`src/rtl/design_select_sequencer_pkg.sv`:
```
// design_select_sequencer_pkg: shared select width, default slot population mask and sequencer states
package design_select_sequencer_pkg;
  localparam int SEL_W = 6;
  localparam logic [2**SEL_W-1:0] POPULATED_DEF = 64'h0000_0000_0000_0026;
  localparam logic [1:0] ST_RUN      = 2'd0;
  localparam logic [1:0] ST_DRAIN    = 2'd1;
  localparam logic [1:0] ST_RST_HOLD = 2'd2;
  typedef enum logic [1:0] {
    RUN      = ST_RUN,
    DRAIN    = ST_DRAIN,
    RST_HOLD = ST_RST_HOLD
  } seq_state_t;
endpackage

```
`src/rtl/design_select_sequencer_if.sv`:
```
// design_select_sequencer_if: pin-side select input and mux-side control outputs
// slave  (sequencer): sel_raw in; des_sel, des_reset_force, out_enable, busy, sel_err out
// master (driver/observer): the mirror image
interface design_select_sequencer_if;
  import design_select_sequencer_pkg::*;
  logic [SEL_W-1:0] sel_raw;
  logic [SEL_W-1:0] des_sel;
  logic             des_reset_force;
  logic             out_enable;
  logic             busy;
  logic             sel_err;
  modport slave (input sel_raw, output des_sel, des_reset_force, out_enable, busy, sel_err);
  modport master(output sel_raw, input des_sel, des_reset_force, out_enable, busy, sel_err);
endinterface

```
`src/rtl/design_select_sequencer_sel_debouncer.sv`:
```
// sel_debouncer: 2-flop synchroniser on the select pins plus a stability counter on the synced value
// clock, reset : clock and async active-high reset
// sel_raw      : unsynchronised select pins
// cand         : last synced select value seen
// stable       : cand has been unchanged for DEBOUNCE_CYCLES cycles
module sel_debouncer
  import design_select_sequencer_pkg::*;
#(
  parameter int DEBOUNCE_CYCLES = 16
) (
  input  logic             clock,
  input  logic             reset,
  input  logic [SEL_W-1:0] sel_raw,
  output logic [SEL_W-1:0] cand,
  output logic             stable
);
  localparam int CW = $clog2(DEBOUNCE_CYCLES + 1);
  logic [SEL_W-1:0] s1, s2;
  logic [CW-1:0]    cnt;
  always_ff @(posedge clock or posedge reset)
    if (reset) begin
      s1   <= '0;
      s2   <= '0;
      cand <= '0;
      cnt  <= '0;
    end else begin
      s1   <= sel_raw;
      s2   <= s1;
      cand <= s2;
      cnt  <= (s2 != cand) ? '0 : (cnt == CW'(DEBOUNCE_CYCLES)) ? cnt : cnt + 1'b1;
    end
  assign stable = cnt == CW'(DEBOUNCE_CYCLES);
endmodule

```
`src/rtl/design_select_sequencer.sv`:
```
// design_select_sequencer: debounced, gated and reset-sequenced switching of the active design slot
// clock, reset : clock and async active-high reset
// bus (slave)  : sel_raw pins in; des_sel, des_reset_force, out_enable, busy, sel_err to the mux
module design_select_sequencer
  import design_select_sequencer_pkg::*;
#(
  parameter int                   DEBOUNCE_CYCLES = 16,
  parameter int                   DRAIN_CYCLES    = 2,
  parameter int                   RESET_CYCLES    = 4,
  parameter logic [2**SEL_W-1:0]  POPULATED       = POPULATED_DEF
) (
  input logic                      clock,
  input logic                      reset,
  design_select_sequencer_if.slave bus
);
  localparam int CNT_W = $clog2((DRAIN_CYCLES > RESET_CYCLES ? DRAIN_CYCLES : RESET_CYCLES) + 1);
  seq_state_t       state;
  logic [CNT_W-1:0] cnt;
  logic [SEL_W-1:0] cand;
  logic             stable, req, pop, err_seen;
  sel_debouncer #(.DEBOUNCE_CYCLES(DEBOUNCE_CYCLES)) u_deb (
    .clock  (clock),
    .reset  (reset),
    .sel_raw(bus.sel_raw),
    .cand   (cand),
    .stable (stable)
  );
  assign req = stable && cand != bus.des_sel;
  assign pop = POPULATED[cand];
  // a new cand always restarts the stability count, so !stable marks a changed request
  always_ff @(posedge clock or posedge reset)
    if (reset) begin
      state       <= RST_HOLD;
      cnt         <= CNT_W'(RESET_CYCLES - 1);
      bus.des_sel <= '0;
      bus.sel_err <= 1'b0;
      err_seen    <= 1'b0;
    end else begin
      bus.sel_err <= state == RUN && req && !pop && !err_seen;
      err_seen    <= stable && (err_seen || (state == RUN && req && !pop));
      case (state)
        RUN:
          if (req && pop) begin
            state <= DRAIN;
            cnt   <= CNT_W'(DRAIN_CYCLES - 1);
          end
        DRAIN:
          if (cnt == '0) begin
            state <= RST_HOLD;
            cnt   <= CNT_W'(RESET_CYCLES - 1);
            if (stable && pop) bus.des_sel <= cand;
          end else cnt <= cnt - 1'b1;
        default:
          if (cnt == '0) state <= RUN;
          else cnt <= cnt - 1'b1;
      endcase
    end
  assign bus.out_enable      = state == RUN;
  assign bus.busy            = state != RUN;
  assign bus.des_reset_force = state == RST_HOLD;
endmodule

```
`src/flat_wrapper.sv`:
```
// flat-port wrapper written by rule: the top's interface ports become plain ports
module design_select_sequencer_flat import design_select_sequencer_pkg::*;
#(
  parameter int                   DEBOUNCE_CYCLES = 16,
  parameter int                   DRAIN_CYCLES    = 2,
  parameter int                   RESET_CYCLES    = 4,
  parameter logic [2**SEL_W-1:0]  POPULATED       = POPULATED_DEF
)
  (clock, reset, bus_sel_raw, bus_des_sel, bus_des_reset_force, bus_out_enable, bus_busy, bus_sel_err);
  design_select_sequencer_if bus_i ();
  input logic clock;
  input logic reset;
  input wire logic [$bits(bus_i.sel_raw)-1:0] bus_sel_raw;
  output wire logic [$bits(bus_i.des_sel)-1:0] bus_des_sel;
  output wire logic [$bits(bus_i.des_reset_force)-1:0] bus_des_reset_force;
  output wire logic [$bits(bus_i.out_enable)-1:0] bus_out_enable;
  output wire logic [$bits(bus_i.busy)-1:0] bus_busy;
  output wire logic [$bits(bus_i.sel_err)-1:0] bus_sel_err;
  assign bus_i.sel_raw = bus_sel_raw;
  assign bus_des_sel = bus_i.des_sel;
  assign bus_des_reset_force = bus_i.des_reset_force;
  assign bus_out_enable = bus_i.out_enable;
  assign bus_busy = bus_i.busy;
  assign bus_sel_err = bus_i.sel_err;
  design_select_sequencer #(.DEBOUNCE_CYCLES(DEBOUNCE_CYCLES), .DRAIN_CYCLES(DRAIN_CYCLES), .RESET_CYCLES(RESET_CYCLES), .POPULATED(POPULATED)) u_core (.clock(clock), .reset(reset), .bus(bus_i));
endmodule
```
`config.mk`:
```
export PLATFORM = sky130hd
export DESIGN_NAME = design_select_sequencer_flat
export DESIGN_NICKNAME = d
export VERILOG_FILES = /design/src/rtl/design_select_sequencer_pkg.sv /design/src/rtl/design_select_sequencer_if.sv /design/src/rtl/design_select_sequencer_sel_debouncer.sv /design/src/rtl/design_select_sequencer.sv /design/src/flat_wrapper.sv
export SDC_FILE = /design/constraint.sdc
export NUM_CORES = 1
export LEC_CHECK = 0
export ABC_AREA = 1
export CORE_AREA = 2 2 83 53
export CTS_CLUSTER_DIAMETER = 150
export CTS_CLUSTER_SIZE = 14
export DETAILED_ROUTE_END_ITERATION = 16
export DIE_AREA = 0 0 85 55
export PLACE_DENSITY = 0.72
export SYNTH_ARGS = -nofsm -noshare
export SYNTH_HDL_FRONTEND = slang
export SYNTH_HIERARCHICAL = 1
export SYNTH_SLANG_ARGS = --single-unit
```
`constraint.sdc`:
```
create_clock -name clock -period 1.5 [get_ports clock]
set_input_delay 0.3 -clock clock [delete_from_list [all_inputs] [get_ports clock]]
set_output_delay 0.3 -clock clock [all_outputs]
set_load 0.01 [all_outputs]
```
==> results of run 1 <==
worst max-delay path, delay by kind of cell, from the launching register on:
family          cells  cell delay [ps]
simple gates        7              620
flops               1              390
fa+ha+maj           1              200
buf+inv             1               90
compound gates      1               50
how the worst max path moves through the flow:
stage	startpoint	end	slack, ps	depth (start not counted)
after floorplan	u_core/u_deb/cnt[0]	u_core/bus.des_sel[0]	90	9
after global placement	u_core/state[1]	bus_des_reset_force	-1	3
after detailed placement	u_core/state[1]	bus_des_reset_force	-10	3
after CTS	u_core/state[1]	bus_busy	10	3
after global routing	u_core/u_deb/cnt[1]	u_core/bus.des_sel[2]	-50	9
final	u_core/u_deb/cand[1]	u_core/cnt[2]	50	10
per-layer routing:
metal | vias to the layer above | share of wire, %
li1 | 645 | -
met3 | 3 | 5.1
met4 | 0 | 0.66
met2 | 25 | 45
met5 | - | 0
met1 | 560 | 50
cell families (layout without fill, tap and decap cells):
family	after synthesis	in the layout	share of synthesized area, %
compound gates	7	7	2.24
xor+xnor	4	4	2.16
fa+ha+maj	5	5	3.86
buf+inv	39	83	9.04
flops	36	36	55.9
simple gates	98	98	26.8
registers in the layout, indices dropped and copies added (netlist names):
signal,flops
u_core/u_deb/s2,6
u_core/state,2
u_core/cnt,3
u_core/bus.sel_err,1
u_core/u_deb/cand,6
u_core/bus.des_sel,6
u_core/err_seen,1
u_core/u_deb/cnt,5
u_core/u_deb/s1,6
power groups by stage:
stage	sequential [uW]	clock, uW	combinational (uW)
finish	1010	830	109
global route	1020	906	127
CTS	1010	863	99.7
detailed placement	1030	0	99.3
global placement	1030	0	96.6
floorplan	1030	0	57.4
per-stage QoR:
| stage | std cells | worst slack, ps | TNS [ps] |
|---|---|---|---|
| floorplan | 189 | 89.3 | 0 |
| global placement | 269 | -1.02 | -1.02 |
| detailed placement | 269 | -11.7 | -11.7 |
| CTS | 278 | 10.2 | 0 |
| global route | 283 | -54.8 | -259 |
| finish | 283 | 48.9 | 0 |
placed cells by master, fill, tap and decap left out, drive strengths merged, types with 3 or more instances in the layout:
master         Yosys  layout
buf                0      21
clkbuf             0       6
clkdlybuf4s50      0       8
dfrtp             33      33
dfstp              3       3
dlygate4sd2        0       6
ha                 5       5
inv               39      39
nand2             57      57
nand3             13      13
nor2              27      27
o21ai              5       5
xor2               3       3
what timing repair did:
action | 4_1_cts | 5_1_grt
pin swaps | 0 | 9
setup buffers | 1 | 5
endpoints found under the setup margin | 9 | 11
resized for setup | 14 | 13
layout make-up:
class	instances	area [um^2]
Timing Repair Buffer	36	295
Multi-Input combinational cell	114	608
Sequential cell	36	905
Tap cell	50	62.6
Clock inverter	2	35.0
Inverter	39	146
Clock buffer	6	72.6
Fill cell	356	1820
==> results.json, run 1 <==
{
  "crit_chain": "inv_2 -> ha_4 -> nand2_2 -> o21ai_2 -> nor2_2 -> nand3_2 -> nand2_4 -> nand2_4 -> nand2_2 -> nand2_1",
  "hpwl_mm": 2.03,
  "arrival_ps": 1630,
  "clock-sinks": 36,
  "criticalPathCategory": "flop to flop",
  "vias": 1233,
  "synth_edf_count": 0,
  "tritoncts": "built",
  "ctsHoldBuffers": 0,
  "p_leak_uw": 0.00119,
  "power_switching_uw": 414,
  "setup_violations": 0,
  "async_reset_ff_share_pct": 100,
  "slew-limit-headroom_pct": 80.9,
  "io_pins": 18,
  "clock_latency_ps": 290,
  "synth_area_leader_cell": "dfrtp_1",
  "cts-root-buf": "clkbuf_8",
  "post-route-period-util_pct": 96.7,
  "start_util_pct": 41.1,
  "postRouteWirelength_mm": 2.88,
  "drt_iter0_markers": 39,
  "worstMarginPinSlew_ps": 287,
  "cpMaxStageDelayCell": "dfrtp_1",
  "postPlaceCellArea_mm2": 0.00195,
  "grt_pass1_wl_mm": 4.76,
  "htreeDepth": 2,
  "dieArea_mm2": 0.00468,
  "grtUsageMet3_pct": 5.34,
  "required_ps": 1680,
  "final_antenna_net_count": 0,
  "synthDistinctLibCells": 20,
  "post-route-util_pct": 53.9,
  "drive_above_1_share_pct": 22.7,
  "synth_warnings": 6,
  "gr-total-overflow": 0,
  "synth_area_per_cell_um2": 8.57,
  "synth_ff_type": "dfrtp_1",
  "wire_per_inst_um": 10.2,
  "synth_common_cells": "nand2_1, inv_1, dfrtp_1, nor2_1, nand3_1",
  "grt_usage_pct": 13.6,
  "status": "finished clean",
  "p_per_area_mw_per_mm2": 919,
  "worstHoldPathType": "primary input to async pin",
  "pwr-share-clk_pct": 42.5,
  "swShare_pct": 21.2,
  "syn-num-nets": 202,
  "core_area_mm2": 0.00394,
  "row_count": 18,
  "combPwrFrac_pct": 5.6,
  "grt_use_met1_pct": 18.5,
  "start_kind": "flop",
  "cts_inserted_buffers": 5,
  "grt_pass1_vias": 1095,
  "synthCells": 189,
  "finalCriticalPeriod_ps": 1450,
  "yosysSeqAreaShare_pct": 55.9,
  "fmax_ghz": 0.689,
  "finalHoldViolCount": 0,
  "peakVddDrop_mv": 0.532,
  "diodes": 0,
  "antenna_found_initial": 0,
  "critical_path.max_stage_delay_ps": 390,
  "r2r-start": "u_core/u_deb/cand[1]",
  "rsz0062_at_grt": "true",
  "viasPerCell": 4.36,
  "final_design_area_no_fill_mm2": 0.00212,
  "globalplace.congestion": 0.772,
  "cts.path.max_buffers": 2,
  "end_kind": "flop",
  "yosysMostFrequentCell": "nand2_1",
  "finalPower_uw": 1950,
  "worstRegToRegCells": 10,
  "ys_ff_latch": 36,
  "netlist_area_mm2": 0.00162,
  "nNetsFinal": 245,
  "fin_skew_ps": 4.13,
  "busiest_layer": "met2",
  "clk_pin_slew_ps": 70,
  "dieHeight_um": 55,
  "area_delta_synth_final_pct": 31.2,
  "drv_slew": 0,
  "cap_violations": 0,
  "whs_ps": 335,
  "port_buffers": 17,
  "dieWidth_um": 85,
  "grtUsageMet2_pct": 20.6,
  "intPower_uw": 1540,
  "grt_max_degree": 24,
  "reg2reg_setup_slack_ps": 50,
  "power_frac_seq_pct": 51.9,
  "rr_endpoint": "u_core/cnt[2]",
  "synth_top_area_share_pct": 51.0,
  "drc": 0,
  "dr.pass1.iters": 4,
  "synth_area_leaders": "dfrtp_1, nand2_1, inv_1",
  "cp_max_fo": 4
}
No activity file was read; power rests on OpenSTA's default activity.
==> run 2, diff against run 1 <==
--- a/config.mk
+++ b/config.mk
@@ -6,11 +6,10 @@
 export NUM_CORES = 1
 export LEC_CHECK = 0
-export ABC_AREA = 1
-export CORE_AREA = 2 2 83 53
+export CORE_AREA = 2 2 79 51
 export CTS_CLUSTER_DIAMETER = 150
 export CTS_CLUSTER_SIZE = 14
 export DETAILED_ROUTE_END_ITERATION = 16
-export DIE_AREA = 0 0 85 55
-export PLACE_DENSITY = 0.72
+export DIE_AREA = 0 0 81 53
+export PLACE_DENSITY = 0.62
 export SYNTH_ARGS = -nofsm -noshare
 export SYNTH_HDL_FRONTEND = slang
==> constraint.sdc (replaced) <==
create_clock -name clock -period 1.5 [get_ports clock]
set_input_delay 0.3 -clock clock [delete_from_list [all_inputs] [get_ports clock]]
set_output_delay 0.3 -clock clock [all_outputs]
set_load 0.02 [all_outputs]
==> results.json, run 2 <==
{
  "status": "complete, but fails checks",
  "violations": "setup timing",
  "cts_inserted_buffers": 5,
  "viasPerCell": 4.53,
  "postRouteWirelength_mm": 2.60,
  "start_kind": "flop",
  "finalCriticalPeriod_ps": 1710,
  "required_ps": 1680,
  "p_leak_uw": 0.000998,
  "grt_usage_pct": 15.0,
  "peakVddDrop_mv": 0.568,
  "post-route-period-util_pct": 114,
  "whs_ps": 351,
  "synth_top_area_share_pct": 56.4,
  "stdcell_count": 214,
  "fin_skew_ps": 4.66,
  "yosysSeqAreaShare_pct": 61.7,
  "row_count": 17,
  "crit_cells": 6,
  "crit_chain": "inv_1 -> ha_1 -> or2_4 -> a21oi_4 -> and3_4 -> mux2_2",
  "drive_above_1_share_pct": 38.9,
  "p_per_area_mw_per_mm2": 868,
  "synth_area_per_cell_um2": 12.9,
  "worstHoldPathType": "flop to flop",
  "critical_path.max_stage_delay_ps": 340,
  "cts.path.max_buffers": 2,
  "cap_violations": 0,
  "netlist_area_mm2": 0.00147,
  "place_ws_ps": -287,
  "core_area_mm2": 0.00353,
  "drc": 0,
  "r2r-start": "u_core/u_deb/cand[1]",
  "diodes": 0,
  "synth_ff_type": "dfrtp_1",
  "regArea_um2": 905,
  "synth_area_leaders": "dfrtp_1, xnor2_1, dfstp_2",
  "end_kind": "flop",
  "num-fill-cells": 301,
  "cpMaxStageDelayCell": "dfrtp_1",
  "pwr-share-clk_pct": 37.2,
  "ys_ff_latch": 36,
  "swShare_pct": 22.6,
  "antenna_found_initial": 0,
  "multiInputGateArea_um2": 578,
  "slew-limit-headroom_pct": 67.5,
  "worst_path_dominant_cell_family": "simple AND/OR/NAND/NOR gates",
  "dieArea_mm2": 0.00429,
  "cp_max_fo": 5,
  "area_delta_synth_final_pct": 40.0,
  "worstMarginPinSlew_ps": 487,
  "ctsHoldBuffers": 0,
  "combPwrFrac_pct": 6.2,
  "rr_endpoint": "u_core/bus.des_sel[0]",
  "grt_pass1_vias": 994,
  "io_pins": 18,
  "worstHoldEndpoint": "u_core/u_deb/s2[1]",
  "dp.cells": 200,
  "synth_warnings": 6,
  "async_reset_ff_share_pct": 100,
  "hpwl_mm": 1.91,
  "hold_start": "u_core/u_deb/s1[1]",
  "setup_violations": 10,
  "finalHoldViolCount": 0,
  "dieHeight_um": 53,
  "htreeDepth": 2,
  "yosysMostFrequentCell": "dfrtp_1",
  "cts-root-buf": "clkbuf_8",
  "criticalPathCategory": "flop to flop",
  "mostFrequentLayoutCell": "dfrtp_1",
  "nNetsFinal": 179,
  "gr-total-overflow": 0,
  "min_path_cells": 0,
  "final_antenna_net_count": 0,
  "globalplace.congestion": 0.805,
  "worstRegToRegCells": 6,
  "reg2reg_setup_slack_ps": -210,
  "synth_edf_count": 0,
  "final_design_area_no_fill_mm2": 0.00205,
  "rsz0062_at_grt": "true",
  "synth_area_leader_cell": "dfrtp_1",
  "fmax_ghz": 0.586,
  "clock_latency_ps": 290,
  "final_cell_mix": "dfrtp_1, buf_4, xnor2_1",
  "arrival_ps": 1880,
  "syn-num-nets": 127,
  "timing.final.ws_setup_ps": -207,
  "worstPathBufferInverterCount": 1,
  "dr.pass1.iters": 4,
  "vias": 970,
  "port_buffers": 17,
  "drv_slew": 0,
  "tritoncts": "built",
  "synthCells": 114,
  "intPower_uw": 1380,
  "power_switching_uw": 403,
  "grt_pass1_wl_mm": 4.49,
  "drt_iter0_markers": 21,
  "clock-sinks": 36,
  "synthDistinctLibCells": 31,
  "dieWidth_um": 81,
  "clk_pin_slew_ps": 70,
  "grt_max_degree": 24,
  "synth_common_cells": "dfrtp_1, xnor2_1, inv_1, nor3_1",
  "postPlaceCellArea_mm2": 0.00187,
  "wire_per_inst_um": 12.1,
  "power_frac_seq_pct": 56.6,
  "start_util_pct": 41.5
}
==> run 2: layout make-up <==
cell class / instances / share of cell area, %
clock buffer: 5 / 3.36
clock inverter: 3 / 0.915
inverter: 8 / 1.46
multi-input combinational: 68 / 28.2
sequential: 36 / 44.1
tap: 47 / 2.87
timing repair buffer: 47 / 19.1
==> run 2: kinds of logic (layout without fill, tap and decap cells) <==
logic type	Yosys count	in the layout	synth area share (%)
multiplexers	4	4	2.99
flip-flops	36	36	61.7
adder cells (fa/ha/maj)	5	5	4.27
XOR/XNOR	16	16	9.56
buffers and inverters	10	63	3.33
AO/OA/AOI/OAI	10	10	5.04
AND/OR/NAND/NOR	33	33	13.1
==> run 2: repair_timing <==
| action | 4_1_cts | 5_1_grt |
|---|---|---|
| endpoints found under the setup margin | 24 | 14 |
| setup buffers | 4 | 2 |
| pin swaps | 1 | 1 |
| hold endpoints to repair | 0 | 0 |
| gates resized for setup | 26 | 9 |
==> run 2: how the worst max path moves through the flow <==
stage                    startpoint  slack (ps)                     to
4_1_cts        u_core/u_deb/cand[1]        -210  u_core/bus.des_sel[0]
6_report       u_core/u_deb/cand[1]        -210  u_core/bus.des_sel[0]
5_1_grt        u_core/u_deb/cand[1]        -270  u_core/bus.des_sel[2]
3_5_place_dp   u_core/u_deb/cand[1]        -290  u_core/bus.des_sel[0]
3_3_place_gp   u_core/u_deb/cand[1]        -250  u_core/bus.des_sel[2]
2_1_floorplan  u_core/u_deb/cand[1]        -280  u_core/bus.des_sel[0]
==> run 2: power groups by stage <==
stage / clock, uW / sequential, uW / combinational, uW
after floorplan: 0 / 1030 / 53.1
final: 662 / 1010 / 110
after global placement: 0 / 1030 / 107
after detailed placement: 0 / 1030 / 107
after CTS: 688 / 1010 / 110
after global routing: 731 / 1010 / 124
==> run 2: through the flow <==
step | util, % | total power, uW | TNS (ps)
after floorplan | - | 1080 | -1340
after global placement | 52.8 | 1130 | -1720
after detailed placement | 52.8 | 1130 | -2260
after CTS | 56.7 | 1810 | -1620
after global routing | 58.1 | 1870 | -2460
final | 58.1 | 1780 | -1620
==> run 2: metal layers <==
layer	global-route usage [%]	wire [um]	vias to the layer above
li1	-	-	482
met1	19.3	1240	461
met2	22.7	1160	22
met3	4.78	150	5
met4	7.91	40	0
met5	0	0	-
